**config.mk**
```make
export PLATFORM = sky130hd
export DESIGN_NAME = serdes_rx_aligner_flat
export DESIGN_NICKNAME = d
export VERILOG_FILES = /design/src/rtl/serdes_rx_aligner_if.sv /design/src/rtl/serdes_rx_aligner.sv /design/src/flat_wrapper.sv
export SDC_FILE = /design/constraint.sdc
export NUM_CORES = 1
export LEC_CHECK = 0
export CAP_MARGIN = 30
export CORE_MARGIN = 2
export CORE_UTILIZATION = 53
export CTS_CLUSTER_DIAMETER = 150
export DETAILED_ROUTE_END_ITERATION = 16
export PLACE_DENSITY_LB_ADDON = 0.12
export SETUP_SLACK_MARGIN = 0.5
export SLEW_MARGIN = 10
export SYNTH_ARGS = -nofsm -noshare
export SYNTH_HDL_FRONTEND = slang
export SYNTH_SLANG_ARGS = --single-unit
```
**constraint.sdc**
```tcl
create_clock -name clk -period 2.8 [get_ports clk]
set_input_delay 0.28 -clock clk [delete_from_list [all_inputs] [get_ports clk]]
set_output_delay 0.28 -clock clk [all_outputs]
set_load 0.02 [all_outputs]
```
**src/rtl/serdes_rx_aligner_if.sv**
```systemverilog
// Lane-side bundle for the receive word aligner: control, ISERDES data in, and status out.
interface serdes_rx_aligner_if #(
    parameter int unsigned DATA_WIDTH = 8
);
    logic                  en;
    logic                  restart;
    logic [DATA_WIDTH-1:0] data_in;
    logic                  data_valid;
    logic                  bitslip;
    logic                  locked;
    logic                  fail;
    logic [2:0]            state;
    logic [7:0]            slip_count;
    logic [15:0]           err_count;

    // Driver of control/data; observer of status.
    modport master (
        output en, restart, data_in, data_valid,
        input  bitslip, locked, fail, state, slip_count, err_count
    );

    // The aligner itself.
    modport slave (
        input  en, restart, data_in, data_valid,
        output bitslip, locked, fail, state, slip_count, err_count
    );
endinterface

```
**src/rtl/serdes_rx_aligner.sv**
```systemverilog
// Receive word aligner: slips the ISERDES until the training word lines up, then
// monitors the locked lane and falls back to searching after sustained mismatches.
module serdes_rx_aligner #(
    parameter int unsigned           DATA_WIDTH    = 8,
    parameter logic [DATA_WIDTH-1:0] TRAIN_PATTERN = 8'h6A,
    parameter int unsigned           MATCH_COUNT   = 4,
    parameter int unsigned           SLIP_WAIT     = 3,
    parameter int unsigned           MAX_SLIPS     = 16,
    parameter int unsigned           LOSS_LIMIT    = 4
) (
    input logic                 clk,
    input logic                 rst_n,
    serdes_rx_aligner_if.slave  bus
);

    typedef enum logic [2:0] {
        StIdle   = 3'd0,
        StSearch = 3'd1,
        StSlip   = 3'd2,
        StWait   = 3'd3,
        StLocked = 3'd4,
        StFail   = 3'd5
    } state_e;

    state_e      state_q, state_d;
    logic [3:0]  match_q, match_d;
    logic [3:0]  loss_q, loss_d;
    logic [3:0]  wait_q, wait_d;
    logic [7:0]  slip_count_q, slip_count_d;
    logic [15:0] err_count_q, err_count_d;

    logic word_ok;
    assign word_ok = (bus.data_in == TRAIN_PATTERN);

    // State and counter registers, cleared asynchronously.
    always_ff @(posedge clk or negedge rst_n) begin
        if (!rst_n) begin
            state_q      <= StIdle;
            match_q      <= '0;
            loss_q       <= '0;
            wait_q       <= '0;
            slip_count_q <= '0;
            err_count_q  <= '0;
        end else begin
            state_q      <= state_d;
            match_q      <= match_d;
            loss_q       <= loss_d;
            wait_q       <= wait_d;
            slip_count_q <= slip_count_d;
            err_count_q  <= err_count_d;
        end
    end

    // Next-state and counter updates; en outranks restart, which outranks the FSM.
    always_comb begin
        state_d      = state_q;
        match_d      = match_q;
        loss_d       = loss_q;
        wait_d       = wait_q;
        slip_count_d = slip_count_q;
        err_count_d  = err_count_q;

        if (!bus.en) begin
            state_d      = StIdle;
            match_d      = '0;
            loss_d       = '0;
            wait_d       = '0;
            slip_count_d = '0;
        end else if (bus.restart) begin
            state_d      = StSearch;
            match_d      = '0;
            loss_d       = '0;
            wait_d       = '0;
            slip_count_d = '0;
            err_count_d  = '0;
        end else begin
            unique case (state_q)
                StIdle: state_d = StSearch;
                StSearch: begin
                    // Invalid words leave the match run intact.
                    if (bus.data_valid) begin
                        if (word_ok) begin
                            match_d = match_q + 4'd1;
                            if (32'(match_q) + 32'd1 == MATCH_COUNT) begin
                                state_d = StLocked;
                                match_d = '0;
                                loss_d  = '0;
                            end
                        end else begin
                            match_d = '0;
                            state_d = (32'(slip_count_q) == MAX_SLIPS) ? StFail : StSlip;
                        end
                    end
                end
                StSlip: begin
                    if (slip_count_q != 8'hFF) slip_count_d = slip_count_q + 8'd1;
                    wait_d  = 4'(SLIP_WAIT);
                    state_d = StWait;
                end
                StWait: begin
                    // Data is ignored while the ISERDES settles after a slip.
                    wait_d = wait_q - 4'd1;
                    if (wait_q <= 4'd1) begin
                        wait_d  = '0;
                        state_d = StSearch;
                    end
                end
                StLocked: begin
                    if (bus.data_valid) begin
                        if (word_ok) begin
                            loss_d = '0;
                        end else begin
                            if (err_count_q != 16'hFFFF) err_count_d = err_count_q + 16'd1;
                            loss_d = loss_q + 4'd1;
                            if (32'(loss_q) + 32'd1 == LOSS_LIMIT) begin
                                state_d      = StSearch;
                                slip_count_d = '0;
                                match_d      = '0;
                                loss_d       = '0;
                            end
                        end
                    end
                end
                StFail: state_d = StFail;
                default: state_d = StIdle;
            endcase
        end
    end

    // Status outputs decoded from registered state only.
    always_comb begin
        bus.bitslip    = (state_q == StSlip);
        bus.locked     = (state_q == StLocked);
        bus.fail       = (state_q == StFail);
        bus.state      = state_q;
        bus.slip_count = slip_count_q;
        bus.err_count  = err_count_q;
    end

endmodule

```
**src/flat_wrapper.sv**
```systemverilog
// flat-port wrapper written by rule: the top's interface ports become plain ports
module serdes_rx_aligner_flat 
#(
    parameter int unsigned           DATA_WIDTH    = 8,
    parameter logic [DATA_WIDTH-1:0] TRAIN_PATTERN = 8'h6A,
    parameter int unsigned           MATCH_COUNT   = 4,
    parameter int unsigned           SLIP_WAIT     = 3,
    parameter int unsigned           MAX_SLIPS     = 16,
    parameter int unsigned           LOSS_LIMIT    = 4
)
  (clk, rst_n, bus_en, bus_restart, bus_data_in, bus_data_valid, bus_bitslip, bus_locked, bus_fail, bus_state, bus_slip_count, bus_err_count);
  serdes_rx_aligner_if #(.DATA_WIDTH(DATA_WIDTH)) bus_i ();
  input logic clk;
  input logic rst_n;
  input wire logic [$bits(bus_i.en)-1:0] bus_en;
  input wire logic [$bits(bus_i.restart)-1:0] bus_restart;
  input wire logic [$bits(bus_i.data_in)-1:0] bus_data_in;
  input wire logic [$bits(bus_i.data_valid)-1:0] bus_data_valid;
  output wire logic [$bits(bus_i.bitslip)-1:0] bus_bitslip;
  output wire logic [$bits(bus_i.locked)-1:0] bus_locked;
  output wire logic [$bits(bus_i.fail)-1:0] bus_fail;
  output wire logic [$bits(bus_i.state)-1:0] bus_state;
  output wire logic [$bits(bus_i.slip_count)-1:0] bus_slip_count;
  output wire logic [$bits(bus_i.err_count)-1:0] bus_err_count;
  assign bus_i.en = bus_en;
  assign bus_i.restart = bus_restart;
  assign bus_i.data_in = bus_data_in;
  assign bus_i.data_valid = bus_data_valid;
  assign bus_bitslip = bus_i.bitslip;
  assign bus_locked = bus_i.locked;
  assign bus_fail = bus_i.fail;
  assign bus_state = bus_i.state;
  assign bus_slip_count = bus_i.slip_count;
  assign bus_err_count = bus_i.err_count;
  serdes_rx_aligner #(.DATA_WIDTH(DATA_WIDTH), .TRAIN_PATTERN(TRAIN_PATTERN), .MATCH_COUNT(MATCH_COUNT), .SLIP_WAIT(SLIP_WAIT), .MAX_SLIPS(MAX_SLIPS), .LOSS_LIMIT(LOSS_LIMIT)) u_core (.clk(clk), .rst_n(rst_n), .bus(bus_i));
endmodule
```
### Word level (Yosys, flattened, before mapping)

Cells that the tools add are included.

* flip-flop bits (word level): 39
* input port bits: 13
* output and inout port bits: 30
* logic and storage cells: 92

* add/sub/neg operators: 7
* magnitude comparators: 1
* eq/ne operators: 24
* mux-type cells: 45
* reductions and logical operators: 9

Operators with widths (count)
* 16-bit 2-to-1 mux: 5
* 4-bit 2-to-1 mux: 19
* 32-bit by 3-bit == test with 1-bit output (second input constant): 2
* 8-bit 2-to-1 mux: 6
* 3-bit 2-to-1 mux: 10
* 4-bit case mux with 2 select lines: 3
* 4-bit by 3-bit != test with 1-bit output (second input constant): 5
* 5-bit AND reduction: 4
* 3-bit case mux with 6 select lines: 1
* 16-bit by 1-bit adder with 16-bit output (second input constant): 1
* 16-bit != test (second input constant): 1
* 8-bit case mux with 2 select lines: 1
* 4-bit by 1-bit != test with 1-bit output (second input constant): 3
* 4-bit != test (second input constant): 3
* 4-bit by 1-bit adder with 5-bit output (second input constant): 2
* 4-bit by 1-bit adder with 4-bit output (second input constant): 2
* 8-bit by 1-bit adder with 8-bit output (second input constant): 1
* 8-bit by 5-bit == test with 1-bit output (second input constant): 1
* 8-bit by 7-bit == test with 1-bit output (second input constant): 1
* 8-bit != test (second input constant): 1
* 3-bit by 2-bit == test with 1-bit output (second input constant): 2
* 3-bit == test (second input constant): 2
* 6-bit AND reduction: 1
* 2-bit nonzero test: 3
* other kinds (6): 6

### Logic depth before layout (Yosys ltp)

* depth after elaboration: 8
* mapped depth: 8
* mapped depth without buffers: 7

### Worst setup path after synthesis

OpenSTA, ideal clock, no wires.

* path type: register to register
* start point: register u_core.state_q[0], in the netlist u_core.bus.state[0]
* end point: register u_core.slip_count_q[6], in the netlist u_core.bus.slip_count[6]
* library setup time: 0.068 ns
* data arrival time: 2.176 ns
* required time: 2.732 ns
* setup slack: 0.557 ns
* cell stages (with the launch flop): 7
* path buffers: 1
* clock period less this slack: 2.243 ns
* path through: dfrtp_1 -> buf_2 -> nor3b_1 -> o31a_1 -> nand2_1 -> or4_1 -> nand2_1

* word-level cells in the longest chain between the ends: 4
* elaborated cells between the ends (all ways): 11
* those cells by class: 7 x eq/ne; 3 x mux; 1 x reduce/logical

Ends and longest elaborated chain
* from (decl): RTL line serdes_rx_aligner.sv:25 `state_e state_q, state_d;`
* from (signal assigned): RTL line serdes_rx_aligner.sv:38 `state_q <= StIdle;`
* from (signal assigned): RTL line serdes_rx_aligner.sv:45 `state_q <= state_d;`
* 3-bit by 2-bit == test with 1-bit output (*)
* net bus_bitslip: RTL line flat_wrapper.sv:19 `output wire logic [$bits(bus_i.bitslip)-1:0] bus_bitslip;`
* 8-bit case mux with 2 select lines: RTL line serdes_rx_aligner.sv:77 `unique case (state_q)`
* 8-bit 2-to-1 mux: RTL line serdes_rx_aligner.sv:69 `end else if (bus.restart) begin`
* 8-bit 2-to-1 mux: RTL line serdes_rx_aligner.sv:63 `if (!bus.en) begin`
* to (signal assigned): RTL line serdes_rx_aligner.sv:49 `slip_count_q <= slip_count_d;`
* to (decl): RTL line serdes_rx_aligner.sv:29 `logic [7:0] slip_count_q, slip_count_d;`

Mark *: on every way through the listed nets, which the timed path passes. The rest lies on a longest branch.
A chain may end at the register's enable or synchronous reset.

### Final worst setup path

* start point: register u_core.state_q[0], in the netlist u_core.bus.state[0]
* end point: register u_core.err_count_q[6], in the netlist u_core.bus.err_count[6]

* word-level cells in the longest chain between the ends: 3

Ends and longest elaborated chain
* 3-bit == test: RTL line serdes_rx_aligner.sv:77
* 2-bit nonzero test (no source line)
* 5-bit AND reduction (no source line)
* to (signal assigned): RTL line serdes_rx_aligner.sv:50 `err_count_q <= err_count_d;`
* to (decl): RTL line serdes_rx_aligner.sv:30 `logic [15:0] err_count_q, err_count_d;`

Every way passes these cells.

==> summary.txt <==
Status
  • Status: completed

Global route
  • Overflow left after global routing: 0
  • First-pass GRT wire length: 10200 um
  • Initial antenna violation count: 0
  • Largest net degree at the start of global routing: 40
  • GRT Total Usage: 24.1%
  • Vias in the first global route: 2170

Yosys
  • Cell area after synthesis: 2540 um2
  • Yosys warns: 0
  • Sequential-to-total area share from yosys stat: 38.4%
  • Synth area leader: dfrtp_1
  • Ys async rst share: 100%
  • Post-synth cell types: 49
  • Main synth FF type: dfrtp_1
  • Post-synth EDFFs: 0
  • Top post-synthesis cells by area: dfrtp_1 (38%), nand2_1 (7.5%), nand3_1 (6.1%)
  • #FFs+latches synth: 39
  • Mapped Cells: roughly 300
  • Avg Cell Area, Syn: 8.45 um2
  • Top cell type's share of synthesized area: 38.4%
  • Mapped Nets: 321

Layout
  • Fin util: between 60 and 70%
  • Antenna cells: 0
  • Multi-input logic area: between 1000 and 1500 um2
  • Commonest non-fill, non-tap cells in the layout: nand2_1 (51), clkdlybuf4s50_1 (40), dfrtp_1 (38)
  • Layout net count: 372
  • Fill cell count: 404
  • P&R area growth vs syn: 26.4%
  • Ratio of cells with drive above 1 in the final layout: 9.35%
  • Most common cell after layout, fill and taps aside: nand2_1
  • Storage cell area: about 1000 um2

Power and ir drop
  • P per Cell Area: 388 nW/um2
  • Peak supply drop: 0.000248 V
  • Static leakage: 1.33 nW

STA
  • Min Tclk post-route: ~2.2 ns
  • Post-route setup TNS: 0 ns
  • Setup-failing EPs final: 0
  • Slew @ Worst Pin: just under 0.7 ns
  • Worst setup margin: 0.584 ns
  • Final Hold Viols: 0
  • Clock skew: 0.0149 ns
  • RSZ-0062 raised after global routing: yes
  • Slew Limit Fails: 0
  • Max frequency: 451 MHz
  • Period utilization: just under 80%
  • Max-slew headroom: 53.3%
  • Hold WS: 0.383 ns

Worst setup path
  • Slowest Stage Delay on Critical Path: about 0.4 ns
  • Startpoint Class: flop
  • Critical path data required time: 3.01 ns
  • R2R depth: 7
  • Max Fanout on Critical Path: 10
  • Flop-to-flop setup slack: 0.58 ns
  • Worst R2R End: u_core.bus.err_count[6]$_DFFE_PN0P_
  • Crit. path cell count: 7
  • Crit path DAT: 2.42 ns
  • CP Buf/Inv Count: 2
  • Reg2reg start: u_core.bus.state[0]$_DFFE_PN0P_
  • Crit path capture type: flop
  • CP dominant cell by count: buf_4
  • Slowest CP cell: dfrtp_1
  • Kind of critical path: reg -> reg
  • CP Cell Sequence: buf_4 > xnor2_1 > nor3b_1 > o211ai_1 > buf_4 > or3_1 > o311ai_1
  • CP delay by family, top: simple AND/OR/NAND/NOR gates

Die
  • Die Y: 73.3 um
  • Initial Util: 54.6%
  • # IOs: 43
  • Die Wd: 73.3 um
  • Core Area: ~4700 um2
  • Die ar.: 5370 um2
  • Rows: 25

Detailed routing
  • Routed Antenna Nets: 0
  • TritonRoute pass-1 iters: 5
  • Via density: 6.27
  • Routed Wire Length: 6570 um
  • DR WL/cell: 16.1 um
  • DRC: 0
  • Starting DRT DRC Count: about 130
  • Via Count: 2550

Clock tree
  • H-tree Lvls: 2
  • Root Driver: clkbuf_8
  • Sink Count: 39
  • TritonCTS buffer count: 5
  • CTS tree: yes
  • Clk buf depth: 2
  • Worst skew pair latency: 0.30 ns
  • Clk slew on worst S/H paths: approximately 0.090 ns

Placement
  • Pre-CTS setup slack: 0.275 ns
  • Gp weighted congestion: 0.901
  • Dpl hpwl: 4540 um
  • Port buffer count: 42

Min path
  • Hold Crit Class: in -> async

Job
  • Max-cap violations: 0
metrics by stage:
stage	total power [W]	instances	area, um2
2_1_floorplan	0.000676	301	2540
3_3_place_gp	0.000752	391	3010
3_5_place_dp	0.000755	391	3010
4_1_cts	0.00125	404	3170
5_1_grt	0.00129	407	3210
6_report	0.00125	407	3210
flip-flops by register name (all words and copies together) (netlist names):
| register | cells |
|---|---|
| u_core.loss_q | 4 |
| u_core.wait_q | 4 |
| u_core.bus.state | 3 |
| u_core.match_q | 4 |
| u_core.bus.slip_count | 8 |
| u_core.bus.err_count | 16 |
layout make-up:
class / count / area share, %
tap: 54 / 2.10
sequential: 39 / 30.4
timing repair buffer: 58 / 17.2
clock inverter: 2 / 1.09
clock buffer: 6 / 2.57
inverter: 13 / 1.52
multi-input combinational: 235 / 45.1
worst register-to-register path, delay by kind of cell, from the launching register on:
family	cells	cell delay, ns
flops	1	0.39
simple gates	2	0.65
compound gates	2	0.53
buf+inv	2	0.41
xor+xnor	1	0.14
kinds of logic after synthesis:
family                   after synthesis  share of synthesized area, %
XOR/XNOR                               1                         0.345
buffers and inverters                 27                          4.92
adder cells (fa/ha/maj)                7                          3.44
AND/OR/NAND/NOR                      155                          31.9
AO/OA/AOI/OAI                         71                          20.6
flip-flops                            39                          38.4
multiplexers                           1                         0.394
how the worst max path moves through the flow:
stage	from	to	slack, ns
2_1_floorplan	u_core.bus.state[0]$_DFFE_PN0P_	u_core.bus.slip_count[6]$_DFFE_PN0P_	0.56
3_3_place_gp	bus_data_in[4]	u_core.bus.err_count[5]$_DFFE_PN0P_	0.32
3_5_place_dp	bus_data_in[4]	u_core.bus.err_count[5]$_DFFE_PN0P_	0.27
4_1_cts	u_core.bus.state[0]$_DFFE_PN0P_	bus_bitslip	0.50
5_1_grt	u_core.bus.state[0]$_DFFE_PN0P_	u_core.bus.err_count[6]$_DFFE_PN0P_	0.45
6_report	u_core.bus.state[0]$_DFFE_PN0P_	u_core.bus.err_count[6]$_DFFE_PN0P_	0.58
power by group:
part	internal [W]	switching, W
combinational	0.0000673	0.0000908
clock	0.000289	0.000210
sequential	0.000573	0.0000178
cells in the mapped netlist (2+ instances only):
cell type  instances
o311ai_0           7
clkbuf_1           7
nand4_1           10
o22ai_1            3
a31oi_1            2
o211ai_1           8
and4bb_2           2
ha_1               7
a311o_1            2
o31ai_1            3
a211oi_1           3
nand2b_1           3
nor3_1             8
a21oi_1           14
and4_1             3
o311ai_1           3
a22o_1             2
nor3b_1            5
nor2b_1            3
nand4b_1           3
o21ai_0           12
and2_1             5
or4_1              7
buf_6              2
nand3_1           31
buf_2              4
inv_1             13
nand2_1           51
dfrtp_1           39
a32oi_1            2
and3_1             5
nor2_1            13
or3_1              2
a41oi_1            2
metal layers:
metal | track usage, % | vias to the layer above | routed length (um) | part of all wire [%]
met4 | 7.20 | 0 | 84 | 1.3
met3 | 3.84 | 10 | 324 | 4.9
met1 | 33.2 | 1212 | 3090 | 47
met2 | 39.2 | 89 | 3070 | 47
met5 | 0 | - | 0 | 0
li1 | - | 1239 | - | -
timing repair:
item / CTS / global route
hold buffers: 0 / 1
endpoints found under the hold margin: 0 / 11
endpoints found under the setup margin: 5 / 6
pin swaps: 0 / 1
gates cloned: 0 / 0
setup buffers: 5 / 1
gates resized for setup: 2 / 2
Note: power is estimated with default switching activity, not from simulation.
